$ cat src/rtl/mul_pkg.sv
// Shared definitions for the shift-and-add multiplier: FSM state encoding and default operand width.
package mul_pkg;

    localparam int unsigned DEFAULT_WIDTH = 32;

    typedef enum logic [1:0] {
        ST_IDLE = 2'd0,
        ST_CALC = 2'd1,
        ST_DONE = 2'd2
    } state_e;

endpackage

$ cat src/rtl/shift_add_mul_dp.sv
// Combinational add/shift step of the multiplier: one multiplier bit consumed per evaluation.
module shift_add_mul_dp
    import mul_pkg::*;
#(
    parameter int unsigned WIDTH = DEFAULT_WIDTH
) (
    input  logic [2*WIDTH-1:0] acc,
    input  logic [2*WIDTH-1:0] mcand,
    input  logic [WIDTH-1:0]   mplier,
    output logic [2*WIDTH-1:0] acc_n,
    output logic [2*WIDTH-1:0] mcand_n,
    output logic [WIDTH-1:0]   mplier_n,
    output logic               mplier_zero
);

    always_comb begin
        acc_n       = acc + (mplier[0] ? mcand : '0);
        mcand_n     = mcand << 1;
        mplier_n    = mplier >> 1;
        mplier_zero = (mplier_n == '0);
    end

endmodule

$ cat src/rtl/shift_add_mul.sv
// Iterative unsigned shift-and-add multiplier with start/done handshake.
// Optional EARLY_TERM_EN: leave CALC as soon as the remaining multiplier bits are all zero.
module shift_add_mul
    import mul_pkg::*;
#(
    parameter int unsigned WIDTH = DEFAULT_WIDTH
) (
    input  logic               clk,
    input  logic               reset,
    input  logic               start,
    input  logic [WIDTH-1:0]   a,
    input  logic [WIDTH-1:0]   b,
    output logic               busy,
    output logic               done,
    output logic [2*WIDTH-1:0] result
);

    localparam int unsigned PW = 2 * WIDTH;
    localparam int unsigned CW = (WIDTH > 1) ? $clog2(WIDTH) : 1;

    state_e          state_q, state_d;
    logic [PW-1:0]   acc_q, acc_d;
    logic [PW-1:0]   mcand_q, mcand_d;
    logic [WIDTH-1:0] mplier_q, mplier_d;
    logic [CW-1:0]   cnt_q, cnt_d;
    logic [PW-1:0]   result_q, result_d;
    logic            busy_q, busy_d;
    logic            done_q, done_d;

    logic [PW-1:0]    acc_n;
    logic [PW-1:0]    mcand_n;
    logic [WIDTH-1:0] mplier_n;
    logic             mplier_zero;
    logic             last_cnt;
    logic             calc_exit;

    shift_add_mul_dp #(
        .WIDTH(WIDTH)
    ) u_dp (
        .acc        (acc_q),
        .mcand      (mcand_q),
        .mplier     (mplier_q),
        .acc_n      (acc_n),
        .mcand_n    (mcand_n),
        .mplier_n   (mplier_n),
        .mplier_zero(mplier_zero)
    );

    assign last_cnt = (cnt_q == CW'(WIDTH - 1));

`ifdef EARLY_TERM_EN
    assign calc_exit = mplier_zero || last_cnt;
`else
    logic unused_mplier_zero;
    assign unused_mplier_zero = mplier_zero;
    assign calc_exit = last_cnt;
`endif

    // Next-state, datapath register updates and registered status outputs.
    always_comb begin
        state_d  = state_q;
        acc_d    = acc_q;
        mcand_d  = mcand_q;
        mplier_d = mplier_q;
        cnt_d    = cnt_q;
        result_d = result_q;

        case (state_q)
            ST_IDLE: begin
                if (start) begin
                    mcand_d  = PW'(a);
                    mplier_d = b;
                    acc_d    = '0;
                    cnt_d    = '0;
                    state_d  = ST_CALC;
                end
            end
            ST_CALC: begin
                acc_d    = acc_n;
                mcand_d  = mcand_n;
                mplier_d = mplier_n;
                cnt_d    = cnt_q + CW'(1);
                if (calc_exit) begin
                    result_d = acc_n;
                    state_d  = ST_DONE;
                end
            end
            ST_DONE: begin
                state_d = ST_IDLE;
            end
            default: begin
                state_d = ST_IDLE;
            end
        endcase

        // Status flops mirror the next state so they decode registered state with no extra lag.
        busy_d = (state_d != ST_IDLE);
        done_d = (state_d == ST_DONE);
    end

    always_ff @(posedge clk or posedge reset) begin
        if (reset) begin
            state_q  <= ST_IDLE;
            acc_q    <= '0;
            mcand_q  <= '0;
            mplier_q <= '0;
            cnt_q    <= '0;
            result_q <= '0;
            busy_q   <= 1'b0;
            done_q   <= 1'b0;
        end else begin
            state_q  <= state_d;
            acc_q    <= acc_d;
            mcand_q  <= mcand_d;
            mplier_q <= mplier_d;
            cnt_q    <= cnt_d;
            result_q <= result_d;
            busy_q   <= busy_d;
            done_q   <= done_d;
        end
    end

    assign busy   = busy_q;
    assign done   = done_q;
    assign result = result_q;

endmodule

$ cat config.mk
export PLATFORM = sky130hd
export DESIGN_NAME = shift_add_mul
export DESIGN_NICKNAME = d
export VERILOG_FILES = /design/src/rtl/mul_pkg.sv /design/src/rtl/shift_add_mul_dp.sv /design/src/rtl/shift_add_mul.sv
export SDC_FILE = /design/constraint.sdc
export NUM_CORES = 1
export LEC_CHECK = 0
export ABC_AREA = 1
export BUFFER_PORTS_ARGS = -buffer_cell sky130_fd_sc_hd__buf_2
export CORE_MARGIN = 5
export CORE_UTILIZATION = 40
export CTS_CLUSTER_SIZE = 8
export DETAILED_ROUTE_END_ITERATION = 8
export HOLD_SLACK_MARGIN = 0.06
export PLACE_DENSITY_LB_ADDON = 0.15
export SYNTH_ARGS = -nofsm -noshare
export SYNTH_HDL_FRONTEND = slang
export SYNTH_SLANG_ARGS = --single-unit
$ cat constraint.sdc
create_clock -name clk -period 8.5 [get_ports clk]
set_clock_uncertainty 0.2 [all_clocks]
set_input_delay 0 -clock clk [delete_from_list [all_inputs] [get_ports clk]]
set_output_delay 0 -clock clk [all_outputs]
set_load 0.02 [all_outputs]
==> impl_metrics.ini <==
[sta]
rsz0062_at_grt = no
final-hold-violation-count = 0
fin_crit_sh = 0.480
tightest_slew_ns = 1.29
tns_ns = 0
setup_viol = 0
min_period_ns = 4.08
drv_slew = 0
fmax_mhz = 245
relSlewSlack = 0.141
setup_slack_ns = 4.42

[grt]
grt_pass1_wl_um = 85600
grt_usage = 0.259
grt_overflow_total = 0
grt_pass1_vias = 15200
antenna_found_initial = 0
grt_max_degree = 116

[routing]
drt_wl_total_um = 54800
wl_met1_um = 26100
wl_per_cell_um = 17.3
viasPerCell = 4.81
first_iter_violations = 1226
first_pass_iters = 5
ant_nets = 0
wl_met2_um = 23900
wl_met3_um = 2940
via_count = 15300
dr.max_layer_used = met4
drc = 0

[worst_setup_path]
end_kind = register
criticalPathCategory = reg2reg
cp.required_ns = 8.67
worst_ep_arrival_time_ns = 4.25
path_max_fanout = 38
cp-start-kind = register

[placed_design]
place.gp.congestion = 0.949
port_buffers = 132
dp_hpwl_um = 38600
postPlaceCellArea_mm2 = 0.0166
place_ws_ns = 4.38

[logic_synthesis]
syn-num-nets = 2468
yosys_warnings = 0
synth_area_leader_cell = dfrtp_1
synth_area_mm2 = 0.0155
synth.area.top_cells = dfrtp_1, nand2_1, inv_1
yosysUniqueCellTypes = 41
synth_area_per_cell_um2 = 6.63
synth_cells = 2335
synth_top_area_share = 0.377
synth_seq_cells = 233
ys_seq_area_frac = 0.377

[layout]
diodes = 0
final_cell_mix = nand2_1, inv_1, dfrtp_1
layout.nets = 2778
syn_to_final_growth_pct = 26.2
fin_area_mm2 = 0.0195
fillCellCount = 3840
final_common_cell = nand2_1
final_core_util = 0.508
layout-drive-gt1-share = 0.107

[power]
cellPowerDensity_mw_per_mm2 = 409
power.total_mw = 8.00
worst_ir_drop_vdd_mv = 0.262
p_leak_nw = 11.4

[clock_network]
cts_buffer_depth = 3
clk_pin_slew_ns = 0.05
clk_latency_ns = 0.57
clock-sinks = 233
cts_setup_buffers = 0
cts_resized = 0
root_buffer = clkbuf_16
cts_made_buffers = 36
cts_tree = yes
htreeDepth = 2

[die]
dieWidth_um = 207
core.rowCount = 72
core_area_mm2 = 0.0385
ioPinCount = 133
start_util = 0.403
die_h_um = 207
dieArea_mm2 = 0.0427

[hold_path]
hold_path_class = reg2reg

[status]
status = completed

[run]
cap_violations = 0
metrics by stage:
step | std cells | hold slack (ns)
floorplan | 2335 | -0.0832
global placement | 2934 | 0.00784
detailed placement | 2934 | 0.00862
CTS | 3172 | 0.273
global route | 3172 | 0.289
finish | 3172 | 0.271
report_power, final:
part           internal (mW)  switching, mW
Clock                  0.794          0.547
Sequential              1.63          0.347
Combinational           1.57           3.11
repair_timing:
action	in CTS	in global routing
setup endpoints to repair	0	0
hold buffers	191	0
endpoints found under the hold margin	179	0
metal layers:
metal | track usage | up-vias
li1 | - | 7715
met1 | 0.367 | 7019
met2 | 0.407 | 429
met3 | 0.0398 | 105
met4 | 0.0888 | 0
met5 | 0 | -
path summary, 6_finish.rpt:
kind	startpoint	end	slack [ns]	cells past startpoint
worst max-delay path	cnt_q[0]	result[4]	4.42	10
worst min-delay path	result[47]	result[47]	0.27	2
worst max register to register	cnt_q[0]	result[4]	4.42	10
worst min register to register	result[47]	result[47]	0.27	2
max in group asynchronous	reset	result[16]	5.39	6
min in group asynchronous	reset	result[26]	0.54	4
cell type report:
class / count / area [um^2] / area share
Tap cell: 518 / 648 / 0.0332
Inverter: 440 / 1660 / 0.0851
Clock inverter: 4 / 75.1 / 0.00384
Timing Repair Buffer: 332 / 2640 / 0.135
Multi-Input combinational cell: 1602 / 7720 / 0.395
Sequential cell: 233 / 5830 / 0.298
Clock buffer: 43 / 957 / 0.0490
registers in the layout, summed over array words and instances (netlist names):
register	count
acc_q	64
cnt_q	5
mcand_q	64
done	1
mplier_q	32
busy	1
state_q	2
result	64
synth_stat cells (all sizes together):
master / n
xnor2: 4
o211ai: 2
clkbuf: 25
a22oi: 5
nor4: 3
nor2: 207
nand2: 966
or2: 3
nor3: 11
fa: 1
and2: 2
buf: 35
o22ai: 83
a21oi: 47
clkinv: 1
a22o: 4
nand4: 2
inv: 439
nand3b: 12
xor2: 19
o21bai: 1
nand3: 121
o21ai: 44
ha: 65
dfrtp: 233
cells by family after synthesis:
group / synth area share
and+or+nand+nor: 0.351
DFF: 0.377
adders and majority gates: 0.0538
xor gates and xnor gates: 0.0130
buffers and inverters: 0.125
AOI/OAI and AO/OA: 0.0810
critical path: stages (launching register included):
cell and delay (ns):
dfrtp_1 0.37, ha_1 0.18, nand2_1 0.07, nor2_1 0.09, ha_1 0.16, inv_1 0.38, nor2_4 1.14, inv_2 0.60
buf_4 0.43, nand2_1 0.11, o21ai_0 0.08
(Power assumes the default switching activity.)
